<file path="src/rtl/counter_monitor.sv">
// counter_monitor: watches an external up-counter (count/enable/overflow) and
// checks that every sample follows from the previous one. After reset it
// acquires the observed value, then tracks it. On the first bad sample it
// pulses mismatch, spends one cycle in ERROR, and re-acquires. It also counts
// errors and MAX->0 wraps with saturating 16-bit counters.
//
// Build option: define COUNTER_MONITOR_OVF_CHECK_EN to also require, while
// tracking, that overflow is high exactly when count == MAX. Without it the
// overflow input is ignored.
//
// Sampling protocol: there is no valid/ready handshake. Every rising clk edge
// takes one sample of {enable, count, overflow}. Outputs are registered, so
// mismatch describes the sample taken at the previous edge. state_dbg shows
// the FSM state (0 IDLE, 1 ACQUIRE, 2 TRACK, 3 ERROR).
module counter_monitor #(
    parameter int WIDTH = 8
) (
    input  logic             clk,
    input  logic             rst,
    input  logic             enable,
    input  logic [WIDTH-1:0] count,
    input  logic             overflow,
    input  logic             clear,
    output logic             locked,
    output logic             mismatch,
    output logic [15:0]      err_count,
    output logic [15:0]      wrap_count,
    output logic [1:0]       state_dbg
);

    typedef enum logic [1:0] {
        IDLE    = 2'd0,
        ACQUIRE = 2'd1,
        TRACK   = 2'd2,
        ERROR   = 2'd3
    } state_t;

    localparam logic [WIDTH-1:0] MAX = '1;
    localparam logic [15:0] SAT = 16'hFFFF;

    state_t           state_q;
    state_t           state_d;
    logic [WIDTH-1:0] prev_count;
    logic             prev_en;
    logic [WIDTH-1:0] expected;
    logic             bad;
    logic             wrap_hit;
    logic             mismatch_q;
    logic [15:0]      err_cnt_q;
    logic [15:0]      err_cnt_d;
    logic [15:0]      wrap_cnt_q;
    logic [15:0]      wrap_cnt_d;

`ifndef COUNTER_MONITOR_OVF_CHECK_EN
    // Overflow has no effect in this build.
    logic unused_overflow;
    assign unused_overflow = overflow;
`endif

    // Value the observed counter should show now, from the previous sample.
    assign expected = prev_en ? prev_count + {{(WIDTH-1){1'b0}}, 1'b1} : prev_count;

    // Next state, error detection and wrap detection; checks run only in TRACK.
    always_comb begin
        state_d  = state_q;
        bad      = 1'b0;
        wrap_hit = 1'b0;
        case (state_q)
            IDLE:    state_d = ACQUIRE;
            ACQUIRE: state_d = TRACK;
            TRACK: begin
                bad = (count != expected);
`ifdef COUNTER_MONITOR_OVF_CHECK_EN
                if (overflow != (count == MAX)) begin
                    bad = 1'b1;
                end
`endif
                wrap_hit = (prev_count == MAX) && prev_en && (count == '0);
                if (bad) begin
                    state_d = ERROR;
                end
            end
            ERROR:   state_d = ACQUIRE;
            default: state_d = IDLE;
        endcase
    end

    // Saturating counters; clear takes priority over a same-cycle increment.
    always_comb begin
        err_cnt_d  = err_cnt_q;
        wrap_cnt_d = wrap_cnt_q;
        if (clear) begin
            err_cnt_d  = 16'h0000;
            wrap_cnt_d = 16'h0000;
        end else begin
            if (bad && (err_cnt_q != SAT)) begin
                err_cnt_d = err_cnt_q + 16'h0001;
            end
            if (wrap_hit && (wrap_cnt_q != SAT)) begin
                wrap_cnt_d = wrap_cnt_q + 16'h0001;
            end
        end
    end

    // FSM state register; reset forces IDLE without waiting for a clock.
    always_ff @(posedge clk or posedge rst) begin
        if (rst) begin
            state_q <= IDLE;
        end else begin
            state_q <= state_d;
        end
    end

    // Sample history, registered mismatch pulse and counters.
    always_ff @(posedge clk or posedge rst) begin
        if (rst) begin
            prev_count <= '0;
            prev_en    <= 1'b0;
            mismatch_q <= 1'b0;
            err_cnt_q  <= 16'h0000;
            wrap_cnt_q <= 16'h0000;
        end else begin
            prev_count <= count;
            prev_en    <= enable;
            mismatch_q <= bad;
            err_cnt_q  <= err_cnt_d;
            wrap_cnt_q <= wrap_cnt_d;
        end
    end

    assign locked     = (state_q == TRACK);
    assign mismatch   = mismatch_q;
    assign err_count  = err_cnt_q;
    assign wrap_count = wrap_cnt_q;
    assign state_dbg  = state_q;

endmodule

</file>
<file path="config.mk">
export PLATFORM = sky130hd
export DESIGN_NAME = counter_monitor
export DESIGN_NICKNAME = d
export VERILOG_FILES = /design/src/rtl/counter_monitor.sv
export SDC_FILE = /design/constraint.sdc
export NUM_CORES = 1
export LEC_CHECK = 0
export CAP_MARGIN = 10
export CORE_UTILIZATION = 30
export CTS_CLUSTER_SIZE = 24
export DETAILED_ROUTE_END_ITERATION = 6
export PLACE_DENSITY = 0.51
export SYNTH_ARGS = -nofsm -noshare
export SYNTH_HDL_FRONTEND = slang
export SYNTH_SLANG_ARGS = --single-unit
</file>
<file path="constraint.sdc">
create_clock -name clk -period 2 [get_ports clk]
set_input_delay 0.2 -clock clk [delete_from_list [all_inputs] [get_ports clk]]
set_output_delay 0.2 -clock clk [all_outputs]
set_load 0.01 [all_outputs]
</file>
After elaboration in Yosys (flattened, before gate mapping)
Cells that the tools add are included.

Flip-flop bits (word level): 44. Input port bits: 13. Output and inout port bits: 36. Logic and storage cells: 35.

Add/subtract/negate cells: 3. Equal/unequal tests: 8. Muxes and demuxes: 9. Reduce and logical (&&, ||, !) cells: 9.

Operator list (number): 16-bit 2-to-1 mux (4); 16-bit by 1-bit adder with 16-bit output (second input constant) (2); 16-bit inequality test (second input constant) (2); 8-bit by 1-bit adder with 8-bit output (second input constant) (1); 8-bit == test (second input constant) (1); 8-bit zero test (1); 8-bit 2-to-1 mux (1); 8-bit inequality test (1); 2-bit case mux with 3 select lines (1); 2-bit == test (second input constant) (2); 1-bit logical AND (4); 2-bit nonzero test (2); 2-bit by 1-bit == test with 1-bit output (second input constant) (1); 2-bit zero test (1); 1-bit 2-to-1 mux (2); 2-bit 2-to-1 mux (1); 2-bit by 1-bit inequality test with 1-bit output (second input constant) (1); 2-bit OR reduction (1).

Longest topological paths before layout
Gate-level depths: netlist of the first run.

Depth in word-level cells: 7. Mapped depth: 8. Gate-level depth less buffers: 8.

Least setup slack after synthesis of the first run
Ideal clock, no wire load.

Path kind: register -> register. From: register state_q[0], in the netlist state_dbg[0]. To: register wrap_cnt_q[6], in the netlist wrap_count[6]. Library setup time: 0.132 ns. Arrival: 2.134 ns. Required time: 1.868 ns. Slack: -0.266 ns. Cell stages (with the launch flop): 9. Buffers on the path: 0. Clock period less this slack: 2.266 ns. Cell sequence: dfrtp_1 inv_1 ha_1 nor4bb_1 nand4_1 a2111oi_2 nand4_1 xor2_1 nor2_1.

Cells in the longest elaborated chain, start to end: 4.

Ends and longest elaborated chain: from (decl) (RTL line 41) `state_t state_q;`; from (signal assigned) (RTL line 110) `state_q <= state_d;`; 2-bit == test; via locked (RTL line 24) `output logic locked,`; 1-bit 2-to-1 mux (RTL line 68) `case (state_q)`; 1-bit logical AND (RTL line 99) `if (wrap_hit && (wrap_cnt_q != SAT)) begin`; 2-bit nonzero test (no line); to (signal assigned) (RTL line 127) `wrap_cnt_q <= wrap_cnt_d;`; to (decl) (RTL line 51) `logic [15:0] wrap_cnt_q;`.

The timed path passes the listed nets, and every way through them passes these cells. A chain may end at the register's enable or synchronous reset.

Worst setup path after layout of the first run
From: register prev_count[1]. To: register err_cnt_q[9], in the netlist err_count[9].

Cells in the longest elaborated chain, start to end: 6.

Ends and longest elaborated chain: from (decl) (RTL line 43) `logic [WIDTH-1:0] prev_count;`; from (signal assigned) (RTL line 123) `prev_count <= count;`; 8-bit by 1-bit adder with 8-bit output (RTL line 61) `assign expected = prev_en ? prev_count + {{(WIDTH-1){1'b0}}, 1'b1} : prev_count;`; 8-bit 2-to-1 mux (*) (RTL line 61); 8-bit inequality test (*) (RTL line 72) `bad = (count != expected);`; 1-bit 2-to-1 mux (*) (RTL line 68); 1-bit logical AND (*) (RTL line 96) `if (bad && (err_cnt_q != SAT)) begin`; 2-bit nonzero test (no line) (*); to (signal assigned) (RTL line 126) `err_cnt_q <= err_cnt_d;`; to (decl) (RTL line 49) `logic [15:0] err_cnt_q;`.

Every way passes the cells marked *; elsewhere a longest branch is shown, timed or not.

==> results of run 1 <==
worst paths after layout:
check | to | slack (ns) | depth (start not counted)
setup / recovery | err_count[9] | -0.27 | 7
hold / removal | wrap_count[5] | 0.15 | 2
setup reg to reg | err_count[9] | -0.27 | 7
hold reg to reg | state_dbg[0] | 0.58 | 2
max in group asynchronous | prev_count[0] | 1.34 | 3
min in group clk | prev_en | 0.33 | 1
flip-flops by register name, summed over array words and instances, names as in the netlist:
| register | cells |
|---|---|
| prev_en | 1 |
| prev_count | 8 |
| err_count | 16 |
| state_dbg | 2 |
| mismatch | 1 |
| wrap_count | 16 |
stage by stage:
step	setup TNS, ns	area (um2)	power (uW)	setup WS (ns)
2_1_floorplan	-0.792	2530	1220	-0.0822
3_5_place_dp	-8.92	3410	1470	-0.399
3_3_place_gp	-7.77	3410	1460	-0.380
6_report	-3.72	3750	2160	-0.267
4_1_cts	-3.70	3590	2180	-0.270
5_1_grt	-5.38	3750	2300	-0.346
final cells by class:
cell class	count	area, um2	share of cell area
multi-input combinational	185	1530	0.408
sequential	44	1100	0.294
timing repair buffer	92	866	0.231
tap	102	128	0.0340
clock buffer	6	72.6	0.0194
clock inverter	2	35.0	0.00935
inverter	4	15.0	0.00401
cell families (layout without fill, tap and decap cells):
logic type / after synthesis / after routing / synth area share
AO/OA/AOI/OAI: 18 / 18 / 0.0529
XOR/XNOR: 27 / 27 / 0.0952
adder cells (fa/ha/maj): 5 / 5 / 0.0252
buffers and inverters: 11 / 104 / 0.0212
flip-flops: 44 / 44 / 0.443
multiplexers: 13 / 13 / 0.0695
AND/OR/NAND/NOR: 122 / 122 / 0.293
cells in the mapped netlist (all sizes together) (2+ instances only):
library cell	number
a21oi	7
and2	3
and3	10
and4	4
buf	2
clkbuf	5
dfrtp	44
ha	5
inv	4
mux2	10
mux2i	3
nand2	13
nand3	11
nand3b	2
nand4	14
nor2	28
nor2b	10
nor3	9
nor3b	2
nor4b	2
nor4bb	2
o211ai	2
o21ai	5
o31ai	2
or3	6
or4	3
xnor2	9
xor2	18
layer usage:
metal,track usage,up-vias,share of wire
met5,0,-,0
met4,0.0359,0,0.011
met3,0.0301,7,0.031
met2,0.240,34,0.48
met1,0.197,1040,0.47
li1,-,1038,-
power breakdown:
part	switching (uW)	total, uW	internal, uW
logic	249	504	256
clock network	316	687	371
registers	35.8	972	936
timing repair:
action                     CTS  global route
setup endpoints to repair   19            34
buffers inserted             2             2
pin swaps                    5            12
resized for setup           13            35
gates cloned                 0             1
==> metrics.md, run 1 <==
| Metric | Value |
|---|---|
| Critical path origin | `prev_count[1]` |
| Routed Antenna Nets | `0` |
| Synth top area cells | `dfrtp_1, xor2_1, mux2_4` |
| Status | `complete, but fails checks` |
| Wire per inst | `13.5 um` |
| I/O Pins | `49` |
| Critical path startpoint category | `flop` |
| CP max stage delay | `0.51 ns` |
| Fillers | `765` |
| Sequential share of the synthesized area | `0.443` |
| Fin cells | `435` |
| Synth top area share | `0.443` |
| # port buffers | `47` |
| Largest net degree at the start of global routing | `35` |
| Row count | `32` |
| WP data required | `2.19 ns` |
| GR Overflow Total | `0` |
| H-tree depth | `2` |
| Flops & latches, synth | `44` |
| Worst Path Arrival | `2.45 ns` |
| Worst path cell trace | `buf_6 > nand4_4 > or4_4 > a311oi_4 > buf_6 > nor3_4 > mux2_4` |
| Slew @ Worst Pin | `0.510 ns` |
| Final setup margin | `-0.267 ns` |
| Layout Skew | `0.00519 ns` |
| Die Width | `93.0 um` |
| Failing checks | `negative setup slack` |
| Min Tclk post-route | `2.27 ns` |
| Net count after synthesis | `258` |
| Fraction of layout cells with a size suffix above 1 | `0.306` |
| CTS tree | `yes` |
| Post-CTS Hold Buffers | `0` |
| Initial antenna violation count | `0` |
| Synthesis Warnings | `0` |
| DIE HEIGHT | `93.0 um` |
| Number of flops mapped to enable cells by yosys | `0` |
| CP delay by family, top | `simple AND/OR/NAND/NOR gates` |
| Ys flop type | `dfrtp_1` |
| Via density | `4.87` |
| Worst setup EP type | `flop` |
| CTS buffer count | `5` |
| Mapped cell area | `0.00248 mm2` |
| Post-route DRC | `0` |
| Fin Hold WS | `0.151 ns` |
| First-pass GRT wire length | `9940 um` |
| Worst vdd ir | `0.000260 V` |
| Critical path class | `reg -> reg` |
| Total GRT Usage | `0.146` |
| Clk slew on worst S/H paths | `0.09 ns` |
| DIE AREA | `0.00865 mm2` |
| R2r startpoint | `prev_count[1]` |
| Placeable Area | `0.00785 mm2` |
| Commonest non-fill, non-tap cell in the layout | `clkdlybuf4s50_1` |
| Clk Latency, worst-skew pair | `0.30 ns` |
| DP Cell Count | `423` |
| Root Buffer Master | `clkbuf_8` |
| Total routed wirelength | `5890 um` |
| Rel. slew slack | `0.655` |
| Mean Syn Cell Area | `10.3 um2` |
| CP Max Fanout | `5` |
| Leading cell types in the layout, fill and taps excluded | `clkdlybuf4s50_1, dfrtp_1, buf_4` |
| Worst hold path type | `in -> async` |
| Count of final setup violators | `19` |
| Crit-path slowest cell | `or4_4` |
| Final period util | `1.13` |
| Max-slew violations | `0` |
| Max_cap viols | `0` |
| Vias in the first global route | `2081` |
| Initial DRC Count | `58` |
| Hold Fails Final Rpt | `0` |
| CP bufs+invs | `2` |
| Initial Util | `0.316` |
| Number of distinct library cells after synthesis | `38` |
| Bufs on Longest Clock Path | `2` |
| Share of synthesized registers carrying an async set or reset | `1.00` |
| ANT cells | `0` |
| Mapped Cells | `240` |
| CTS sink cnt | `44` |
| Pwr Density | `577 mW/mm2` |
| DPL Wire Length | `4240 um` |
| Cell mode on critical path | `buf_6` |
| Final nets | `350` |
| Via count | `2119` |
| Fin util | `0.478` |
| Leak pwr | `0.00154 uW` |
| Synth area leader | `dfrtp_1` |
| P&R area growth vs syn | `50.9%` |
| RSZ-0062 raised after global routing | `yes` |
| Fmax | `0.441 GHz` |
| Gpl congestion | `0.766` |
| Drt pass-1 iters | `4` |
Power figures use the tool's default switching activity.
==> run 2: changes to the inputs <==
--- a/config.mk
+++ b/config.mk
@@ -5,7 +5,7 @@
 export SDC_FILE = /design/constraint.sdc
 export NUM_CORES = 1
 export LEC_CHECK = 0
-export CAP_MARGIN = 10
+export CAP_MARGIN = 20
 export CORE_UTILIZATION = 30
 export CTS_CLUSTER_SIZE = 24
 export DETAILED_ROUTE_END_ITERATION = 6
==> results of run 2 <==
Same layout as run 1: the final DEF is identical, and so are final timing and power.
